**config.mk**
```make
export PLATFORM = sky130hd
export DESIGN_NAME = path_sequencer_flat
export DESIGN_NICKNAME = d
export VERILOG_FILES = /design/src/rtl/node_pkg.sv /design/src/rtl/path_sequencer_if.sv /design/src/rtl/path_buffer.sv /design/src/rtl/path_sequencer.sv /design/src/flat_wrapper.sv
export SDC_FILE = /design/constraint.sdc
export NUM_CORES = 1
export LEC_CHECK = 0
export BUFFER_PORTS_ARGS = -buffer_cell sky130_fd_sc_hd__buf_2
export CAP_MARGIN = 20
export CORE_ASPECT_RATIO = 0.7
export CORE_UTILIZATION = 60
export DETAILED_ROUTE_END_ITERATION = 7
export GPL_TIMING_DRIVEN = 0
export PLACE_DENSITY = 0.78
export SYNTH_ARGS = -nofsm -noshare
export SYNTH_HDL_FRONTEND = slang
export SYNTH_HIERARCHICAL = 1
export SYNTH_SLANG_ARGS = --single-unit
```
**constraint.sdc**
```tcl
create_clock -name clock -period 10 [get_ports clock]
set_input_delay 0.5 -clock clock [delete_from_list [all_inputs] [get_ports clock]]
set_output_delay 0.5 -clock clock [all_outputs]
set_load 0.02 [all_outputs]
```
**src/rtl/node_pkg.sv**
```systemverilog
// rtl/node_pkg.sv - shared node width, start node, sequencer states and direction codes
package node_pkg;

    localparam int NODE_W = 8;
    localparam logic [NODE_W-1:0] START_NODE = 8'd0;
    localparam int NODE_COUNT = 30;

    typedef enum logic [1:0] {
        IDLE = 2'd0,
        RUN  = 2'd1,
        DONE = 2'd2
    } seq_state_t;

    typedef enum logic [3:0] {
        LEFT      = 4'd0,
        RIGHT     = 4'd1,
        FORWARD   = 4'd2,
        REVERSE   = 4'd3,
        STOP      = 4'd4,
        F_LEFT0   = 4'd5,
        F_LEFT1   = 4'd6,
        F_FORWARD = 4'd7,
        F_RIGHT0  = 4'd8,
        F_RIGHT1  = 4'd9
    } dir_t;

endpackage

```
**src/rtl/path_sequencer_if.sv**
```systemverilog
// rtl/path_sequencer_if.sv - planner/line-follower handshake and node-triple bus
interface path_sequencer_if
    import node_pkg::*;
#(
    parameter int DEPTH = 32
) ();
    localparam int LEN_W = $clog2(DEPTH) + 1;

    logic              wr_en;
    logic [NODE_W-1:0] wr_node;
    logic              wr_ready;
    logic              start;
    logic              node_detect;
    logic [NODE_W-1:0] p_node;
    logic [NODE_W-1:0] c_node;
    logic [NODE_W-1:0] n_node;
    logic              busy;
    logic              done;
    logic              overflow;
    logic [LEN_W-1:0]  path_len;

    modport master (
        output wr_en, wr_node, start, node_detect,
        input  wr_ready, p_node, c_node, n_node, busy, done, overflow, path_len
    );

    modport slave (
        input  wr_en, wr_node, start, node_detect,
        output wr_ready, p_node, c_node, n_node, busy, done, overflow, path_len
    );
endinterface

```
**src/rtl/path_buffer.sv**
```systemverilog
// rtl/path_buffer.sv - path entry register array, synchronous write, combinational read
module path_buffer #(
    parameter int DEPTH = 32,
    parameter int W     = 8,
    localparam int AW   = $clog2(DEPTH)
) (
    input  logic          clock,
    input  logic          wr_en,
    input  logic [AW-1:0] wr_addr,
    input  logic [W-1:0]  wr_data,
    input  logic [AW-1:0] rd_addr,
    output logic [W-1:0]  rd_data
);
    logic [W-1:0] mem [DEPTH];

    // Contents need no reset: path_len gates which entries are meaningful.
    always_ff @(posedge clock) begin
        if (wr_en) mem[wr_addr] <= wr_data;
    end

    assign rd_data = mem[rd_addr];
endmodule

```
**src/rtl/path_sequencer.sv**
```systemverilog
// rtl/path_sequencer.sv - steps the (prev, current, next) node triple on arrivals; optional ARRIVE_HOLDOFF_EN
module path_sequencer
    import node_pkg::*;
#(
    parameter int DEPTH = 32
`ifdef ARRIVE_HOLDOFF_EN
    , parameter int HOLDOFF = 50000
`endif
) (
    input logic           clock,
    input logic           reset,
    path_sequencer_if.slave bus
);
    localparam int LEN_W = $clog2(DEPTH) + 1;
    localparam int AW    = $clog2(DEPTH);

    seq_state_t        state;
    logic [LEN_W-1:0]  path_len, rd_ptr;
    logic [NODE_W-1:0] p_q, c_q, n_q, rd_data;
    logic              det_q, busy_q, done_q, ovf_q, ready_q;
    logic              wr_full, wr_ok, go, rising, arrival;
    logic [AW-1:0]     rd_addr;

    assign wr_full = (path_len == LEN_W'(DEPTH));
    assign wr_ok   = bus.wr_en && (state == IDLE) && !wr_full;
    assign go      = bus.start && (state == IDLE) && (wr_ok || (path_len != '0));
    assign rising  = bus.node_detect && !det_q;
    assign rd_addr = (state == RUN) ? rd_ptr[AW-1:0] : '0;

`ifdef ARRIVE_HOLDOFF_EN
    localparam int HW = $clog2(HOLDOFF + 1);
    logic [HW-1:0] hold_cnt;

    assign arrival = (state == RUN) && rising && (hold_cnt == '0);

    always_ff @(posedge clock or posedge reset) begin
        if (reset)                 hold_cnt <= '0;
        else if (go)               hold_cnt <= '0;
        else if (arrival)          hold_cnt <= HW'(HOLDOFF);
        else if (hold_cnt != '0)   hold_cnt <= hold_cnt - 1'b1;
    end
`else
    assign arrival = (state == RUN) && rising;
`endif

    path_buffer #(.DEPTH(DEPTH), .W(NODE_W)) u_buf (
        .clock   (clock),
        .wr_en   (wr_ok),
        .wr_addr (path_len[AW-1:0]),
        .wr_data (bus.wr_node),
        .rd_addr (rd_addr),
        .rd_data (rd_data)
    );

    always_ff @(posedge clock or posedge reset) begin
        if (reset) begin
            state    <= IDLE;
            path_len <= '0;
            rd_ptr   <= '0;
            p_q      <= START_NODE;
            c_q      <= START_NODE;
            n_q      <= START_NODE;
            busy_q   <= 1'b0;
            done_q   <= 1'b0;
            ovf_q    <= 1'b0;
            ready_q  <= 1'b1;
            det_q    <= 1'b0;
        end else begin
            det_q  <= bus.node_detect;
            done_q <= 1'b0;
            case (state)
                IDLE: begin
                    if (wr_ok)                    path_len <= path_len + 1'b1;
                    else if (bus.wr_en && wr_full) ovf_q   <= 1'b1;
                    if (go) begin
                        state   <= RUN;
                        busy_q  <= 1'b1;
                        ready_q <= 1'b0;
                        p_q     <= c_q;
                        // Empty buffer means entry 0 is being written this very cycle.
                        n_q     <= (path_len == '0) ? bus.wr_node : rd_data;
                        rd_ptr  <= LEN_W'(1);
                    end
                end
                RUN: begin
                    if (arrival) begin
                        p_q <= c_q;
                        c_q <= n_q;
                        if (rd_ptr < path_len) begin
                            n_q    <= rd_data;
                            rd_ptr <= rd_ptr + 1'b1;
                        end else begin
                            done_q <= 1'b1;
                            busy_q <= 1'b0;
                            state  <= DONE;
                        end
                    end
                end
                DONE: begin
                    path_len <= '0;
                    rd_ptr   <= '0;
                    ready_q  <= 1'b1;
                    state    <= IDLE;
                end
                default: state <= IDLE;
            endcase
        end
    end

    assign bus.p_node   = p_q;
    assign bus.c_node   = c_q;
    assign bus.n_node   = n_q;
    assign bus.busy     = busy_q;
    assign bus.done     = done_q;
    assign bus.overflow = ovf_q;
    assign bus.wr_ready = ready_q;
    assign bus.path_len = path_len;
endmodule

```
**src/flat_wrapper.sv**
```systemverilog
// flat-port wrapper written by rule: the top's interface ports become plain ports
module path_sequencer_flat import node_pkg::*;
#(
    parameter int DEPTH = 32

)
  (clock, reset, bus_wr_en, bus_wr_node, bus_start, bus_node_detect, bus_wr_ready, bus_p_node, bus_c_node, bus_n_node, bus_busy, bus_done, bus_overflow, bus_path_len);
  path_sequencer_if #(.DEPTH(DEPTH)) bus_i ();
  input logic clock;
  input logic reset;
  input wire logic [$bits(bus_i.wr_en)-1:0] bus_wr_en;
  input wire logic [$bits(bus_i.wr_node)-1:0] bus_wr_node;
  input wire logic [$bits(bus_i.start)-1:0] bus_start;
  input wire logic [$bits(bus_i.node_detect)-1:0] bus_node_detect;
  output wire logic [$bits(bus_i.wr_ready)-1:0] bus_wr_ready;
  output wire logic [$bits(bus_i.p_node)-1:0] bus_p_node;
  output wire logic [$bits(bus_i.c_node)-1:0] bus_c_node;
  output wire logic [$bits(bus_i.n_node)-1:0] bus_n_node;
  output wire logic [$bits(bus_i.busy)-1:0] bus_busy;
  output wire logic [$bits(bus_i.done)-1:0] bus_done;
  output wire logic [$bits(bus_i.overflow)-1:0] bus_overflow;
  output wire logic [$bits(bus_i.path_len)-1:0] bus_path_len;
  assign bus_i.wr_en = bus_wr_en;
  assign bus_i.wr_node = bus_wr_node;
  assign bus_i.start = bus_start;
  assign bus_i.node_detect = bus_node_detect;
  assign bus_wr_ready = bus_i.wr_ready;
  assign bus_p_node = bus_i.p_node;
  assign bus_c_node = bus_i.c_node;
  assign bus_n_node = bus_i.n_node;
  assign bus_busy = bus_i.busy;
  assign bus_done = bus_i.done;
  assign bus_overflow = bus_i.overflow;
  assign bus_path_len = bus_i.path_len;
  path_sequencer #(.DEPTH(DEPTH)) u_core (.clock(clock), .reset(reset), .bus(bus_i));
endmodule
```
==> run summary <==
Run status: finished, final reports clean
Fill cell count: 1216
Worst-Skew Late Latency: 530 ps
Synthesized instance count: 621
Crit path time final: 4530 ps
Startpoint types: flop
Postcts setup bufs: 0
Crit path max fanout: 10
Final wirelength: 26900 um
Syn Area/Cell: 19.8 um2
Number of synthesized flops with an enable pin: 256
CORE AREA: 20000 um2
Clk_skew: 11.8 ps
Post-cts sizing count: 0
Post-route setup slack: 5470 ps
GR Util All Layers: 0.264
VDD IR-drop max: 0.000181 V
Iteration-0 DRC Markers: 762
Clk root buf: clkbuf_16
N_diodes: 0
Synth unique cells: 51
Finished Layout Cells: 986
CP Data Arrival Time: 4940 ps
Top cells by area, synth: edfxtp_1, mux4_2, dfrtp_1
Number of global-route vias before repair: 6207
Cell mode on critical path: clkbuf_1
Min Hold Slack: 107 ps
Hold buffer count at cts: 0
Clock transition at path regs: 70 ps
Vias: 6517
Max Cap Violations: 0
P_leak: 0.00456 uW
First-pass GRT wire length: 39700 um
Worst Tran Pin Value: 972 ps
Die W: 173 um
Dpl cells: 937
Mapped Area: 12300 um2
Input/output buffers: 46
RePlAce Congestion: 0.812
Layout cell share with drive strength beyond 1: 0.320
Placement Setup Slack: 5550 ps
Via density: 6.61
Power Dens Cells: 263 nW/um2
Final core utilization: 0.689
RSZ-0062 raised after global routing: false
Max incr delay on CP: 640 ps
Post-synth ARST share: 0.144
Pins Over Slew Limit: 0
Setup_tns: 0 ps
Count of state elements after synthesis: 299
Io pins: 47
Die Footprint: 21100 um2
Buffer levels on the longest clock path: 3
Setup crit end kind: flop
TritonCTS Buffers: 27
Row cnt: 43
Seq/Total Area, Yosys: 0.712
Total gr overflow: 0
Syn_nets: 647
Die Y: 122 um
Antenna violations before repair: 0
Ys Warns: 6
Relative slew slack: 0.346
Avg WL per Cell: 27.3 um
Dpl hpwl: 17500 um
Post-route ant nets: 0
Fin crit share: 0.453
Setup CP Type: flop to flop
Drt drc: 0
Final setup fails: 0
Area leader, netlist: edfxtp_1
CP Data Required Time: 10400 ps
Top_reg_cell synth: edfxtp_1
Final hold violation count: 0
H-tree depth: 1
Nets@finish: 722
Critical-path cell list: inv_1 -> ha_1 -> buf_2 -> clkbuf_1 -> and2_1 -> clkbuf_1 -> clkbuf_1 -> mux4_2 -> mux4_2 -> mux2_2 -> mux2_2 -> mux2_4
Largest net degree at the start of global routing: 44
Post-synth top area share: 0.624
First-pass detailed-route iteration total: 5
Crit-path slowest cell: clkbuf_1
Hold Crit Class: input port to flop
CTS Sinks: 299
CTS tree: built
F_max: 221 MHz
Area growth from synthesis to layout: 11.7%
Initial Util: 0.617
## where the power goes
group | internal [uW] | switching [uW]
combinational | 488 | 569
clock | 585 | 431
sequential | 1460 | 84.7
## through the flow
step,total power [uW],area (um2)
after floorplan,2300,12300
after global placement,2570,12900
after detailed placement,2610,12900
after CTS,3630,13800
after global routing,3750,13800
final,3620,13800
## logic make-up (layout without fill, tap and decap cells)
logic type | Yosys count | after routing | synth area share
flops | 299 | 299 | 0.712
mux | 122 | 122 | 0.187
simple gates | 98 | 98 | 0.0420
compound gates | 45 | 45 | 0.0288
buf+inv | 44 | 139 | 0.0174
fa+ha+maj | 13 | 13 | 0.0132
## final timing paths
kind | start | endpoint | cells after the start | slack [ps]
min in group asynchronous | reset | u_core/bus.p_node[7]$_DFFE_PP0P_ | 2 | 170
worst max-delay path | u_core/state[1]$_DFFE_PP0P_ | u_core/bus.n_node[0]$_DFFE_PP0P_ | 12 | 5470
worst max register to register | u_core/state[1]$_DFFE_PP0P_ | u_core/bus.n_node[0]$_DFFE_PP0P_ | 12 | 5470
max in group asynchronous | reset | u_core/bus.path_len[1]$_DFFE_PP0P_ | 2 | 9270
worst min-delay path | bus_node_detect | u_core/det_q$_DFF_PP0_ | 1 | 110
worst min register to register | u_core/bus.p_node[1]$_DFFE_PP0P_ | u_core/bus.p_node[1]$_DFFE_PP0P_ | 1 | 490
## flip-flops by register name (all words and copies together), names as in the netlist
signal,count
u_core/bus.done,1
u_core/bus.c_node,8
u_core/bus.path_len,6
u_core/det_q,1
u_core/bus.overflow,1
u_core/u_buf/mem,256
u_core/state,2
u_core/bus.p_node,8
u_core/bus.busy,1
u_core/bus.wr_ready,1
u_core/bus.n_node,8
u_core/rd_ptr,6
## per-layer routing
layer | track usage | share of wire | vias up
li1 | - | - | 2695
met1 | 0.408 | 0.42 | 3423
met2 | 0.385 | 0.44 | 361
met3 | 0.0724 | 0.12 | 38
met4 | 0.0498 | 0.019 | 0
met5 | 0 | 0 | -
## area by class of cell
| type | instances | area [um2] | area share |
|---|---|---|---|
| well taps | 270 | 338 | 0.0246 |
| multi-input cells | 278 | 3340 | 0.243 |
| flip-flops and latches | 299 | 8760 | 0.637 |
| inverters | 16 | 60.1 | 0.00437 |
| repair buffers | 46 | 230 | 0.0167 |
| plain buffers | 28 | 154 | 0.0112 |
| clock buffers | 38 | 768 | 0.0559 |
| clock inverters | 11 | 104 | 0.00755 |
## worst max-delay path: cells and delay by family (launching register included)
family        cells  cell delay [ps]
buf+inv           5             1850
flops             1              420
fa+ha+maj         1              140
simple gates      1              190
mux               5             1790
## placed cells by master, fill, tap and decap left out, drive strengths merged, types with 3 or more instances in the layout
master  synthesis  layout
edfxtp        256     256
mux4           80      80
buf            19      65
clkbuf          9      47
dfrtp          42      42
nor2           41      41
mux2           40      40
inv            16      16
nand2          14      14
ha             13      13
o21ai          10      10
nand4           8       8
nand3           8       8
clkinv          0       8
a21oi           6       6
a32o            5       5
nand3b          5       5
a31oi           4       4
nand2b          4       4
and3            4       4
nor2b           3       3
a211oi          3       3
or3b            3       3
## cell usage after synthesis (3+ instances only)
cell type / count
mux4_2: 80
ha_1: 13
nor2_1: 40
inv_1: 15
a211oi_1: 3
a21oi_1: 6
nor2b_1: 3
buf_2: 3
nand2b_1: 4
nand2_1: 14
nand4_1: 8
nand3_1: 7
mux2_2: 31
mux2_4: 8
a31oi_1: 4
clkbuf_1: 9
nand3b_1: 5
buf_4: 8
edfxtp_1: 256
o21ai_0: 10
buf_1: 6
and3_1: 4
a32o_1: 5
dfrtp_1: 42
or3b_2: 3
(Power assumes the default switching activity.)
